--- config.mk ---
export PLATFORM = sky130hd
export DESIGN_NAME = change_logger
export DESIGN_NICKNAME = d
export VERILOG_FILES = /design/src/rtl/change_logger_pkg.sv /design/src/rtl/change_logger_if.sv /design/src/rtl/change_logger_uart_tx.sv /design/src/rtl/change_logger.sv
export SDC_FILE = /design/constraint.sdc
export NUM_CORES = 1
export LEC_CHECK = 0
export BUFFER_PORTS_ARGS = -buffer_cell sky130_fd_sc_hd__buf_2
export CORE_MARGIN = 2
export CORE_UTILIZATION = 38
export CTS_CLUSTER_DIAMETER = 200
export DETAILED_ROUTE_END_ITERATION = 12
export SLEW_MARGIN = 15
export SYNTH_ARGS = -nofsm -noshare
export SYNTH_HDL_FRONTEND = slang
export SYNTH_SLANG_ARGS = --single-unit
--- constraint.sdc ---
create_clock -name CLK -period 6.55 [get_ports CLK]
set_clock_uncertainty 0.2 [all_clocks]
set_input_delay 0.3275 -clock CLK [delete_from_list [all_inputs] [get_ports CLK]]
set_output_delay 0.3275 -clock CLK [all_outputs]
set_load 0.03 [all_outputs]
--- src/rtl/change_logger_pkg.sv ---
// Shared definitions for the change logger: frame header byte,
// bytes-per-width helper and serializer state encoding.
package trace_pkg;

    localparam logic [7:0] FRAME_HDR = 8'hA5;

    typedef enum logic [1:0] {
        SER_IDLE,
        SER_LOAD,
        SER_SEND
    } ser_state_t;

    function automatic int bytes_for(input int w);
        return (w + 7) / 8;
    endfunction

endpackage

--- src/rtl/change_logger_if.sv ---
// Byte handshake between the record serializer and the UART.
// Signals: data (byte), valid (master), ready (slave).
interface change_logger_if;
    logic [7:0] data;
    logic       valid;
    logic       ready;

    modport master (output data, output valid, input ready);
    modport slave  (input data, input valid, output ready);
endinterface

--- src/rtl/change_logger_uart_tx.sv ---
// UART 8N1 transmitter, DIV clocks per bit, back-to-back capable.
// Ports: i_clk, i_rst_n (async low), s_byte (slave), o_txd, o_busy.
module uart_tx #(
    parameter int DIV = 4
) (
    input  logic            i_clk,
    input  logic            i_rst_n,
    change_logger_if.slave  s_byte,
    output logic            o_txd,
    output logic            o_busy
);
    localparam int CW = (DIV > 2) ? $clog2(DIV) : 1;

    logic [CW-1:0] r_cnt;
    logic [3:0]    r_bit;
    logic [7:0]    r_data;
    logic          r_busy;
    logic          r_txd;
    logic          w_bit_end;
    logic          w_last;

    assign w_bit_end = (r_cnt == CW'(DIV - 1));
    // Ready in the final cycle of the stop bit so bytes abut.
    assign w_last = r_busy && (r_bit == 4'd9) && w_bit_end;
    assign s_byte.ready = !r_busy || w_last;
    assign o_txd = r_txd;
    assign o_busy = r_busy;

    always_ff @(posedge i_clk or negedge i_rst_n) begin
        if (!i_rst_n) begin
            r_cnt  <= '0;
            r_bit  <= '0;
            r_data <= '0;
            r_busy <= 1'b0;
            r_txd  <= 1'b1;
        end else if (s_byte.valid && s_byte.ready) begin
            r_data <= s_byte.data;
            r_busy <= 1'b1;
            r_bit  <= '0;
            r_cnt  <= '0;
            r_txd  <= 1'b0;
        end else if (r_busy) begin
            if (w_bit_end) begin
                r_cnt <= '0;
                if (r_bit == 4'd9) begin
                    r_busy <= 1'b0;
                    r_txd  <= 1'b1;
                end else begin
                    r_bit <= r_bit + 4'd1;
                    // bit index b+1 carries data[b]; index 9 is stop
                    r_txd <= (r_bit == 4'd8) ? 1'b1 : r_data[r_bit[2:0]];
                end
            end else begin
                r_cnt <= r_cnt + CW'(1);
            end
        end
    end

endmodule

--- src/rtl/change_logger.sv ---
// Logs every change of PROBE as {timestamp, value} into a FIFO and
// streams frames (A5, ts bytes, value bytes, MSB-first) over UART.
// Ports: CLK, RESET (async low), PROBE, TXD, OVERFLOW, BUSY.
// Macro CHANGE_LOGGER_TIMESTAMP_EN enables the timestamp counter.
module change_logger
    import trace_pkg::*;
#(
    parameter int WIDTH       = 8,
    parameter int DEPTH       = 16,
    parameter int TS_WIDTH    = 16,
    parameter int CLK_FREQ_HZ = 10000000,
    parameter int BAUD        = 115200
) (
    input  logic             CLK,
    input  logic             RESET,
    input  logic [WIDTH-1:0] PROBE,
    output logic             TXD,
    output logic             OVERFLOW,
    output logic             BUSY
);
    localparam int DIV   = CLK_FREQ_HZ / BAUD;
    localparam int NVB   = bytes_for(WIDTH);
    localparam int VW    = NVB * 8;
`ifdef CHANGE_LOGGER_TIMESTAMP_EN
    localparam int NTB   = TS_WIDTH / 8;
`else
    localparam int NTB   = 0;
`endif
    localparam int REC_W = NTB * 8 + VW;
    localparam int NB    = 1 + NTB + NVB;
    localparam int FW    = NB * 8;
    localparam int AW    = (DEPTH > 2) ? $clog2(DEPTH) : 1;
    localparam int CNT_W = AW + 1;

    logic [WIDTH-1:0] r_s;
    logic [WIDTH-1:0] r_p;
    logic [REC_W-1:0] w_rec;
    logic             w_push;

    logic [REC_W-1:0] r_mem [DEPTH];
    logic [AW-1:0]    r_wr;
    logic [AW-1:0]    r_rd;
    logic [CNT_W-1:0] r_cnt;
    logic             w_full;
    logic             w_empty;
    logic             w_wr;
    logic             w_rd;
    logic             r_ovf;

    ser_state_t       r_state;
    logic [REC_W-1:0] r_rec;
    logic [3:0]       r_k;
    logic [3:0]       w_nk;
    logic [7:0]       r_byte;
    logic             r_valid;
    logic [FW-1:0]    w_frame;
    logic [FW-1:0]    w_shift;
    logic             w_tx_busy;

    change_logger_if u_bus ();

    assign w_push = (r_s != r_p);

`ifdef CHANGE_LOGGER_TIMESTAMP_EN
    logic [TS_WIDTH-1:0] r_ts;

    always_ff @(posedge CLK or negedge RESET) begin
        if (!RESET) r_ts <= '0;
        else        r_ts <= r_ts + TS_WIDTH'(1);
    end

    assign w_rec = {r_ts, VW'(r_s)};
`else
    assign w_rec = VW'(r_s);
`endif

    always_ff @(posedge CLK or negedge RESET) begin
        if (!RESET) begin
            r_s <= '0;
            r_p <= '0;
        end else begin
            r_s <= PROBE;
            if (w_push) r_p <= r_s;
        end
    end

    // Fullness is judged before any same-cycle pop.
    assign w_full  = (r_cnt == CNT_W'(DEPTH));
    assign w_empty = (r_cnt == '0);
    assign w_wr    = w_push && !w_full;
    assign w_rd    = (r_state == SER_IDLE) && !w_empty;

    always_ff @(posedge CLK) begin
        if (w_wr) r_mem[r_wr] <= w_rec;
    end

    always_ff @(posedge CLK or negedge RESET) begin
        if (!RESET) begin
            r_wr  <= '0;
            r_rd  <= '0;
            r_cnt <= '0;
            r_ovf <= 1'b0;
        end else begin
            if (w_wr) r_wr <= r_wr + AW'(1);
            if (w_rd) r_rd <= r_rd + AW'(1);
            if (w_wr && !w_rd)      r_cnt <= r_cnt + CNT_W'(1);
            else if (!w_wr && w_rd) r_cnt <= r_cnt - CNT_W'(1);
            if (w_push && w_full) r_ovf <= 1'b1;
        end
    end

    // Byte k of the frame is the k-th byte from the top of w_frame.
    assign w_frame = {FRAME_HDR, r_rec};
    assign w_nk    = r_k + 4'd1;
    assign w_shift = w_frame << {w_nk, 3'b000};

    always_ff @(posedge CLK or negedge RESET) begin
        if (!RESET) begin
            r_state <= SER_IDLE;
            r_rec   <= '0;
            r_k     <= '0;
            r_byte  <= '0;
            r_valid <= 1'b0;
        end else begin
            unique case (r_state)
                SER_IDLE: begin
                    if (!w_empty) begin
                        r_rec   <= r_mem[r_rd];
                        r_byte  <= FRAME_HDR;
                        r_valid <= 1'b1;
                        r_k     <= '0;
                        r_state <= SER_LOAD;
                    end
                end
                SER_LOAD: begin
                    if (u_bus.ready) begin
                        r_byte  <= w_shift[FW-1 -: 8];
                        r_k     <= w_nk;
                        r_state <= SER_SEND;
                    end
                end
                SER_SEND: begin
                    if (u_bus.ready) begin
                        if (r_k == 4'(NB - 1)) begin
                            r_valid <= 1'b0;
                            r_state <= SER_IDLE;
                        end else begin
                            r_byte <= w_shift[FW-1 -: 8];
                            r_k    <= w_nk;
                        end
                    end
                end
                default: r_state <= SER_IDLE;
            endcase
        end
    end

    assign u_bus.data  = r_byte;
    assign u_bus.valid = r_valid;

    uart_tx #(
        .DIV (DIV)
    ) u_uart_tx (
        .i_clk   (CLK),
        .i_rst_n (RESET),
        .s_byte  (u_bus.slave),
        .o_txd   (TXD),
        .o_busy  (w_tx_busy)
    );

    assign OVERFLOW = r_ovf;
    assign BUSY     = !w_empty || (r_state != SER_IDLE) || w_tx_busy;

endmodule

# After elaboration in Yosys (flattened, before gate mapping)

Memory sizes are Yosys's and may differ from the RTL's. A register that Yosys moved wholly into a read port is not among the register bits.
Cells that the tools add are included.

Register bits after elaboration: 66
Word-level logic and storage cells: 112
Memories: 1
Memory bits (writable): 128

Shift-type cells: 1
$add $sub $neg: 7
Reductions and logical operators: 31
Equal/unequal tests: 14
Bitwise operators: 1
$lt $le $gt $ge: 1
Muxes and demuxes: 41

Memory list:

| name  | depth | width | read ports | clocked after Yosys merged registers in | write ports | line                | text |
|---|---|---|---|---|---|---|---|
| r_mem | 16    | 8     | 1          | 1                                       | 1           | change_logger.sv:40 | `logic [REC_W-1:0] r_mem [DEPTH];` |

Operator list:

| operator              | number |
|---|---|
| $mux W4               | 8 |
| $mux W8               | 4 |
| $pmux W8 S3           | 1 |
| $mux W7               | 3 |
| $add A4 B1 Y4 const B | 4 |
| $shl A16 B7 Y16       | 1 |
| $mux W1               | 15 |
| $pmux W4 S3           | 1 |
| $mux W5               | 2 |
| $reduce_bool A2 Y1    | 5 |
| $eq A4 B4 Y1 const B  | 2 |
| $logic_and A1 B1 Y1   | 8 |
| $mux W2               | 4 |
| $ne A8 B8 Y1          | 1 |
| $reduce_and A4 Y1     | 2 |
| $add A7 B1 Y7 const B | 1 |
| $eq A7 B7 Y1 const B  | 1 |
| $logic_not A1 Y1      | 6 |
| $ne A2 B1 Y1 const B  | 3 |
| $ne A2 B2 Y1 const B  | 3 |
| $pmux W2 S3           | 1 |
| $add A5 B1 Y5 const B | 1 |
| $eq A5 B5 Y1 const B  | 1 |
| $logic_not A5 Y1      | 1 |
| other kinds (14)      | 17 |

# Longest topological paths before layout

Gate-level depths: netlist of run 1.

Depth in word-level cells: 7
Depth in mapped cells: 12
Mapped depth without buffers: 11

# Cells and area by module

From an unflattened synthesis of run 1, not the netlist that was laid out.

Cells, all modules: 527
Area, all modules: 8459.4 um^2

By module, submodules not included:

| module        | area an instance (um^2) | instances | cells an instance |
|---|---|---|---|
| change_logger | 7338.3                  | 1         | 431 |
| uart_tx       | 1121.1                  | 1         | 96 |

# Worst setup path before layout of run 1

Ideal clock, no wire load.

Path type: register to register
Start point: reg r_cnt[1]
End point: reg r_cnt[4]
Stages on the path, launching flop included: 13
Path slack: 3.460 ns
Arrival: 2.810 ns
Period minus slack after synthesis: 3.090 ns
Setup time: 0.080 ns
Cell sequence: dfrtp_1 > or4_1 > nor2_1 > nor2b_1 > inv_1 > clkbuf_1 > ha_1 > inv_1 > ha_1 > a21o_1 > a21oi_1 > mux2i_1 > xnor2_1

Longest elaborated chain between the ends: 6
Elaborated cells between the ends (all ways): 15
Classes of those cells: add/sub (2); eq/ne (1); mux (2); reduce/logical (10)

RTL lines:

| what                                                  | line                 | text |
|---|---|---|
| start: declaration                                    | change_logger.sv:43  | `logic [CNT_W-1:0] r_cnt;` |
| start signal: assignment                              | change_logger.sv:106 | `if (w_wr && !w_rd) r_cnt <= r_cnt + CNT_W'(1);` |
| start signal: assignment                              | change_logger.sv:107 | `else if (!w_wr && w_rd) r_cnt <= r_cnt - CNT_W'(1);` |
| branches (longest 6 deep; another with $sub A5 B1 Y5) | n/a                  |  |

Several ways; the timed one is not identified. The select of a mux whose other input is x is not followed.
A chain may end at the register's enable or synchronous reset.

# Final worst setup path of run 1

Start point: reg r_s[1]
End point: reg r_cnt[4]

Longest elaborated chain between the ends: 5
Elaborated cells between the ends (all ways): 7
Classes of those cells: eq/ne (1); mux (1); reduce/logical (5)

RTL lines:

| what                         | line                 | text |
|---|---|---|
| start: declaration           | change_logger.sv:35  | `logic [WIDTH-1:0] r_s;` |
| start signal: assignment     | change_logger.sv:79  | `r_s <= '0;` |
| start signal: assignment     | change_logger.sv:82  | `r_s <= PROBE;` |
| $ne A8 B8 Y1 *               | change_logger.sv:62  | `assign w_push = (r_s != r_p);` |
| $logic_and A1 B1 Y1 *        | change_logger.sv:90  | `assign w_wr = w_push && !w_full;` |
| via w_wr                     | change_logger.sv:46  | `logic w_wr;` |
| $logic_not A1 Y1             | change_logger.sv:107 |  |
| $logic_and A1 B1 Y1          | change_logger.sv:107 |  |
| $reduce_bool A2 Y1 (no line) | n/a                  |  |

Mark *: on every way through the listed nets, which the timed path passes. The rest lies on a longest branch.

==> impl_metrics.yaml, run 1 <==
clock_network:
  clk-insertion-delay-late_ns: 0.51
  cts_buffer_depth: 3
  cts_made_buffers: 22
  cts_root_buffer: "clkbuf_16"
  ctsHoldBuffers: 9
  cts_tree: "yes"
  htree_levels: 1
  path_clk_slew_ns: 0.06
  clkSinkCount: 202
  cts_resized: 0
  postCtsSetupBuffers: 0
timing:
  fin_tns_setup_ns: 0
  hold_ws_ns: 0.2584
  post-route-min-period_ns: 3.597
  relSlewSlack_pct: 23.58
  min_period_over_period_pct: 54.92
  slew_viol_final: 0
  hold_viol_final: 0
  rsz0062_at_grt: "no"
  worstMarginPinSlew_ns: 1.142
  layout_setup_ws_ns: 2.953
  max_freq_ghz: 0.2780
  finalSetupViolCount: 0
floorplan:
  die_x_um: 153.1
  die_h_um: 153.1
  start_util_pct: 38.68
  rows: 54
  die-area_um2: 23420
  core_um2: 21820
  ios: 13
power_and_ir_drop:
  combPwrFrac_pct: 29.2
  vdd_drop_max_v: 0.0002306
  p_switching_mw: 1.414
  p_leak_nw: 3.525
  pwr-share-clk_pct: 29.0
  power_density_nw_per_um2: 463.6
  seq_power_share_pct: 41.8
  switching_share_pct: 31.75
  power.internal_mw: 3.040
critical_path:
  worstPathRequired_ns: 6.78
  arrival_ns: 3.82
  cp-end-kind: "register"
  critPathLaunchType: "register"
  worst-path-max-fanout: 18
  worstSetupPathType: "reg -> reg"
status:
  outcome: "finished, final reports clean"
routing:
  vias: 4500
  post_drt_wl_per_cell_um: 19.64
  firstDrtPassIters: 4
  via_per_inst: 5.239
  ant_nets: 0
  drc: 0
  routed_wirelength_um: 16870
  drtIter0Drc: 278
yosys:
  synth_fp_nets: 577
  yosys_warnings: 0
  syn_area_um2: 8442
  synth_compound_area_share_pct: 5.039
  synth_fa_ha_area_share_pct: 3.201
  synth_top_family_by_area: "multiplexers"
  muxShareOfSynthArea_pct: 12.12
  synth_simple_gate_area_share_pct: 7.544
  synth-seq-area-share_pct: 67.48
  synth_edf_count: 128
  synth_cell_types: 50
  synthArstFlopShare_pct: 36.63
  ys_seq_elements: 202
  syn_inst: 546
  avgSynthCellArea_um2: 15.46
  synthFlopType: "edfxtp_1"
  synthXorXnorAreaFrac_pct: 2.386
global_routing:
  grt_usage_pct: 14.61
  grt.overflow.total: 0
  antenna_found_initial: 0
  grt_pass1_wl_um: 26550
  grt_pass1_vias: 4676
  grt_max_degree: 75
layout:
  n_fill_cell: 1895
  areaGrowthSynthToFinish_pct: 13.80
  ff_latch_area_um2: 5697
  antenna_cells: 0
  drive_gt1_share_pct: 17.96
  fin_nets: 594
  multi_input_area_um2: 2560
min_path:
  holdCritPathClass: "in -> reg"
place:
  routabilityCongestion: 0.7443
  io_buffers: 12
  dp_worst_setup_slack_ns: 3.018
  post-dp-hpwl_um: 10290
job:
  maxCapViolations: 0
[logic make-up (layout without fill, tap and decap cells)]
family,count (synthesis),count (layout)
multiplexers,58,58
XOR/XNOR,23,23
flip-flops,202,202
buffers and inverters,47,80
AND/OR/NAND/NOR,131,131
AO/OA/AOI/OAI,64,64
adder cells (fa/ha/maj),21,21
[through the flow]
step / power (mW) / instance area [um2] / utilization, % / std cells
global route: 4.718 / 9607 / 44.02 / 859
floorplan: 2.843 / 8442 / - / 546
finish: 4.454 / 9607 / 44.02 / 859
detailed placement: 3.211 / 8750 / 40.09 / 810
global placement: 3.156 / 8750 / 40.09 / 810
CTS: 4.504 / 9604 / 44.01 / 859
[layout by cell type (no fill, tap or decap), types with 3 or more instances in the layout]
cell type / n
nand2_1: 52
nor4_1: 3
clkinv_1: 4
mux4_2: 34
clkbuf_16: 22
dfrtp_1: 73
buf_4: 4
edfxtp_1: 128
a22o_1: 3
clkbuf_1: 4
nor3_1: 4
nand3b_1: 4
nand2b_1: 4
o221ai_1: 8
nor2_1: 22
xnor2_1: 9
ha_1: 20
a21o_1: 3
mux2_2: 14
inv_1: 16
nor2b_1: 3
and2_1: 13
dlygate4sd3_1: 9
mux2i_1: 10
o21ai_0: 26
bufinv_16: 4
xor2_1: 14
nand3_1: 11
a21oi_1: 7
buf_2: 11
[metal layers]
layer | up-vias | wire length [um] | track usage (%)
li1 | 2077 | - | -
met1 | 2308 | 7136 | 18.45
met2 | 89 | 8799 | 26.42
met3 | 26 | 681 | 2.552
met4 | 0 | 252 | 3.042
met5 | - | 0 | 0
[state kept, by name (all words and copies together), names as in the netlist, 5 cells and up]
register and flops:
r_p 8, r_cnt 5, r_mem 128, r_s 8, r_byte 8, u_uart_tx.r_data 8, u_uart_tx.r_cnt 7, r_rec 8
[area by class of cell]
class                      count  share of cell area (%)
clock buffer                  28                   6.173
multi-input combinational    297                   26.65
clock inverter                12                   1.784
timing repair buffer          24                   1.823
inverter                      16                  0.6252
tap                          280                   3.647
sequential                   202                   59.30
[cells in the mapped netlist (all sizes together), types with 9 or more instances]
| cell type | n | area [um2] |
|---|---|---|
| mux2 | 14 | 157.7 |
| clkbuf | 20 | 75.07 |
| ha | 20 | 250.2 |
| nand3 | 11 | 55.05 |
| edfxtp | 128 | 3844 |
| mux2i | 10 | 100.1 |
| xnor2 | 9 | 78.83 |
| inv | 16 | 60.06 |
| dfrtp | 73 | 1827 |
| and2 | 13 | 81.33 |
| buf | 11 | 52.55 |
| nor2 | 24 | 92.59 |
| xor2 | 14 | 122.6 |
| nand2 | 52 | 195.2 |
| mux4 | 34 | 765.7 |
| o21ai | 26 | 130.1 |
[worst max-delay path: stages, from the launching register on]
cell,delay [ns]
dfrtp_1,0.69
xor2_1,0.14
nor4_1,0.52
a22o_1,0.37
inv_1,0.19
ha_1,0.28
inv_1,0.12
ha_1,0.28
a21o_1,0.19
a21oi_1,0.17
mux2i_1,0.24
xnor2_1,0.13
[power by group through the flow]
stage	combinational (mW)	sequential [mW]	clock, mW
after CTS	1.32	1.87	1.31
after floorplan	1.06	1.78	0
final	1.30	1.86	1.29
after global placement	1.28	1.87	0
after global routing	1.45	1.90	1.37
after detailed placement	1.32	1.89	0
[final timing paths]
path / endpoint / cells past startpoint / startpoint / slack, ns
worst max-delay path: r_cnt[4] / 11 / r_s[1] / 2.95
worst min-delay path: r_s[4] / 2 / PROBE[4] / 0.26
worst max register to register: r_cnt[4] / 11 / r_s[1] / 2.95
worst min register to register: OVERFLOW / 1 / OVERFLOW / 0.27
max in group asynchronous: r_s[7] / 2 / RESET / 5.19
min in group asynchronous: u_uart_tx.r_cnt[1] / 2 / RESET / 0.34
Power figures use the tool's default switching activity.
==> inputs of run 2 (changes only) <==
clock period = 3.55 ns   (was 6.55 ns; I/O delays follow)
==> impl_metrics.yaml, run 2 (same netlist as run 1, synthesis figures left out) <==
status:
  outcome: "finished, final reports clean"
clock_network:
  cts_root_buffer: "clkbuf_16"
  clk-insertion-delay-late_ns: 0.49
  cts_buffer_depth: 3
  clkSinkCount: 202
  cts_resized: 0
  path_clk_slew_ns: 0.06
  htree_levels: 1
  postCtsSetupBuffers: 0
  ctsHoldBuffers: 9
  cts_tree: "yes"
  cts_made_buffers: 22
critical_path:
  worst-path-max-fanout: 5
  rrSetupSlack_ns: 0.49
  ff2ff_path_depth: 11
  worstPathRequired_ns: 3.77
  rr_endpoint: "r_cnt[4]"
  cp-end-kind: "register"
  arrival_ns: 3.27
  reg2reg_from: "r_p[1]"
  worstSetupPathType: "reg -> reg"
  critPathLaunchType: "register"
timing:
  hold_viol_final: 0
  rsz0062_at_grt: "no"
  relSlewSlack_pct: 36.64
  slew_viol_final: 0
  max_freq_ghz: 0.3273
  post-route-min-period_ns: 3.055
  finalSetupViolCount: 0
  fin_tns_setup_ns: 0
  min_period_over_period_pct: 86.06
  hold_ws_ns: 0.1346
  worstMarginPinSlew_ns: 0.9504
floorplan:
  core_um2: 21820
  ios: 13
  die-area_um2: 23420
  die_h_um: 153.1
  rows: 54
  die_x_um: 153.1
  start_util_pct: 38.68
layout:
  layout_commonest_cell: "edfxtp_1"
  n_fill_cell: 1918
  areaGrowthSynthToFinish_pct: 13.80
  top_register: "r_mem"
  drive_gt1_share_pct: 19.15
  final_cell_mix: "128 x edfxtp_1, 73 x dfrtp_1, 52 x nand2_1"
  antenna_cells: 0
  fin_nets: 605
  largest_register_ffs: 128
routing:
  drc: 0
  routed_wirelength_um: 16280
  post_drt_wl_per_cell_um: 18.72
  drtIter0Drc: 236
  firstDrtPassIters: 4
  ant_nets: 0
  via_per_inst: 5.136
  vias: 4468
min_path:
  holdCritPathClass: "in -> reg"
  hp-start: "PROBE[0]"
  whs_endpoint: "r_s[0]"
  worstHoldPathCells: 2
global_routing:
  grt.overflow.total: 0
  antenna_found_initial: 0
  grt_usage_pct: 14.31
  grt_pass1_vias: 4775
  grt_pass1_wl_um: 26540
  grt_max_degree: 75
power_and_ir_drop:
  power_density_nw_per_um2: 832.0
  vdd_drop_max_v: 0.0003877
  p_leak_nw: 3.553
place:
  io_buffers: 12
  post-dp-hpwl_um: 10440
  routabilityCongestion: 0.7559
job:
  maxCapViolations: 0
[run 2: cell types whose count changed in the layout (fill, tap and decap cells not counted), moves of 3 or more]
cell / change
clkinv_2: +3
bufinv_16: -4
buf_4: +11
clkinv_1: -4
clkbuf_1: +5
[run 2: power by group]
| group | switching [mW] | internal (mW) | leakage, nW |
|---|---|---|---|
| clock network | 0.867 | 1.27 | 0.338 |
| registers | 0.350 | 3.06 | 2.04 |
| logic | 1.34 | 1.10 | 1.17 |
| total | 2.56 | 5.44 | 3.55 |
[run 2: how the worst max path moves through the flow]
stage	startpoint	to
2_1_floorplan	r_cnt[1]	r_cnt[4]
3_3_place_gp	r_p[1]	r_cnt[4]
3_5_place_dp	r_p[1]	r_cnt[4]
4_1_cts	r_p[1]	r_cnt[4]
5_1_grt	r_p[1]	r_cnt[4]
6_report	r_p[1]	r_cnt[4]
[run 2: cell type report]
| cell class | count | area, um2 | share of cell area, % |
|---|---|---|---|
| repair buffers | 35 | 257.7 | 2.683 |
| clock buffers | 36 | 664.4 | 6.916 |
| well taps | 280 | 350.3 | 3.647 |
| multi-input cells | 297 | 2557 | 26.62 |
| clock inverters | 4 | 20.02 | 0.2084 |
| inverters | 16 | 60.06 | 0.6252 |
| flip-flops and latches | 202 | 5697 | 59.30 |
[run 2: routing by layer]
metal	vias up	GRT usage [%]	wire length [um]
li1	2099	-	-
met5	-	0	0
met4	0	3.483	375
met2	68	24.77	8192
met1	2268	19.02	7172
met3	33	2.268	544
[run 2: worst max-delay path, stage by stage (launching register included)]
cell     delay [ns]
dfrtp_1        0.37
xor2_1         0.16
nor4_1         0.47
a22o_1         0.26
inv_1          0.12
ha_1           0.26
inv_1          0.14
ha_1           0.28
a21o_1         0.18
a21oi_1        0.17
mux2i_1        0.23
xnor2_1        0.13
[run 2: metrics by stage]
stage	cells	total power [mW]	instance area, um2	setup WS [ns]	utilization [%]
floorplan	546	5.245	8442	0.4599	-
global placement	821	5.836	8832	0.5673	40.47
detailed placement	821	5.941	8832	0.4956	40.47
CTS	870	8.099	9607	0.4922	44.02
global route	870	8.488	9607	0.2553	44.02
finish	870	7.992	9607	0.4948	44.02
==> inputs of run 3 (changes only) <==
CORE_ASPECT_RATIO = 1.4   (was default)
==> impl_metrics.yaml, run 3 (same netlist as run 1, synthesis figures left out) <==
clock_network:
  htree_levels: 1
  cts_tree: "yes"
  cts_root_buffer: "clkbuf_16"
  cts_resized: 0
  ctsHoldBuffers: 9
  cts_made_buffers: 20
  cts_buffer_depth: 3
  clk-insertion-delay-late_ns: 0.49
  postCtsSetupBuffers: 0
  path_clk_slew_ns: 0.06
  clkSinkCount: 202
floorplan:
  ios: 13
  die_h_um: 180.4
  die-area_um2: 23440
  die_x_um: 130.0
  rows: 64
  start_util_pct: 38.62
  core_um2: 21860
critical_path:
  crit_path_top_delay_cell: "nor4_1"
  path_cells: "xor2_1, nor4_1, a22o_1, inv_1, ha_1, inv_1, ha_1, a21o_1, a21oi_1, mux2i_1, xnor2_1"
  arrival_ns: 3.41
  worstSetupPathType: "reg -> reg"
  critPathLaunchType: "register"
  cp-end-kind: "register"
  worstPathRequired_ns: 3.77
  worst-path-max-fanout: 8
  max_stage_delay_ns: 0.41
  path_delay_family: "compound AO/OA/AOI/OAI gates"
  critPathBufInv: 2
routing:
  routed_wirelength_um: 16050
  vias: 4475
  via_per_inst: 5.074
  drc: 0
  firstDrtPassIters: 7
  drtIter0Drc: 247
  post_drt_wl_per_cell_um: 18.20
  ant_nets: 0
global_routing:
  grt_pass1_wl_um: 25760
  grt_usage_pct: 14.18
  grt_max_degree: 75
  antenna_found_initial: 0
  grt.overflow.total: 0
  grt_pass1_vias: 4770
timing:
  max_freq_ghz: 0.3129
  worstMarginPinSlew_ns: 0.9550
  hold_ws_ns: 0.1195
  finalSetupViolCount: 0
  relSlewSlack_pct: 36.33
  fin_tns_setup_ns: 0
  min_period_over_period_pct: 90.03
  hold_viol_final: 0
  slew_viol_final: 0
  rsz0062_at_grt: "no"
  post-route-min-period_ns: 3.196
  layout_setup_ws_ns: 0.3540
layout:
  largest_register_ffs: 128
  n_fill_cell: 1946
  finalNonFillerCells: 882
  antenna_cells: 0
  fin_nets: 602
  final_cell_mix: "128 x edfxtp_1, 73 x dfrtp_1, 52 x nand2_1"
  areaGrowthSynthToFinish_pct: 13.40
  layout_commonest_cell: "edfxtp_1"
  drive_gt1_share_pct: 19.66
  postLayoutCellArea_um2: 9573
  top_register: "r_mem"
  fin_util_pct: 43.79
power_and_ir_drop:
  seq_power_share_pct: 43.6
  power_density_nw_per_um2: 819.2
  vdd_drop_max_v: 0.0004710
  p_switching_mw: 2.547
  switching_share_pct: 32.48
  pwr-share-clk_pct: 25.6
  power.internal_mw: 5.295
  p_leak_nw: 3.514
  p_total_mw: 7.842
  combPwrFrac_pct: 30.7
place:
  dp_worst_setup_slack_ns: 0.3788
  place_area_um2: 8846
  post-dp-hpwl_um: 10810
  routabilityCongestion: 0.7460
  placedCellCount: 837
  io_buffers: 12
min_path:
  holdCritPathClass: "in -> reg"
status:
  outcome: "finished, final reports clean"
job:
  maxCapViolations: 0
==> run 3: cell count changes in the layout (fill, tap and decap cells not counted) <==
| cell | previous run | this run |
|---|---|---|
| clkinvlp_4 | 0 | 4 |
| clkbuf_1 | 9 | 1 |
| clkinv_4 | 0 | 3 |
| clkinv_1 | 0 | 1 |
| buf_4 | 15 | 14 |
| clkbuf_16 | 23 | 21 |
| clkinv_2 | 4 | 2 |
| clkbuf_2 | 0 | 2 |
| clkbuf_8 | 4 | 2 |
==> run 3: path summary, 6_finish.rpt <==
path,startpoint,endpoint,slack [ns],cells after the start
hold / removal,PROBE[7],r_s[7],0.12,2
setup reg to reg,r_p[5],r_cnt[4],0.35,11
hold reg to reg,r_byte[1],r_byte[1],0.28,2
setup / recovery,r_p[5],r_cnt[4],0.35,11
min in group asynchronous,RESET,u_uart_tx.r_cnt[0],0.18,2
max in group asynchronous,RESET,r_byte[0],2.34,2
==> run 3: per-layer routing <==
layer / part of all wire [%] / track usage [%] / vias to the layer above
li1: - / - / 2086
met1: 39 / 16.25 / 2301
met2: 56 / 26.85 / 66
met3: 3.2 / 2.108 / 22
met4: 1.9 / 3.957 / 0
met5: 0 / 0 / -
==> run 3: area by class of cell <==
cell class                 instances  area, um2  area share [%]
inverter                          16      60.06          0.6274
tap                              297      371.6           3.882
timing repair buffer              34      250.2           2.614
clock buffer                      26      566.8           5.921
clock inverter                    10      70.07          0.7319
sequential                       202       5697           59.51
multi-input combinational        297       2557           26.72
==> run 3: worst reg2reg max path: cells and delay by family, from the launching register on <==
kind / cells / cell delay, ns
compound gates: 3 / 0.71
fa+ha+maj: 2 / 0.57
simple gates: 1 / 0.41
flops: 1 / 0.38
buf+inv: 2 / 0.31
xor+xnor: 2 / 0.30
mux: 1 / 0.23
==> run 3: power groups by stage <==
stage	Sequential [mW]	Combinational (mW)	Clock, mW
final	3.42	2.41	2.01
after global routing	3.48	2.67	2.16
after CTS	3.43	2.46	2.06
after detailed placement	3.47	2.45	0
after global placement	3.44	2.37	0
after floorplan	3.29	1.95	0
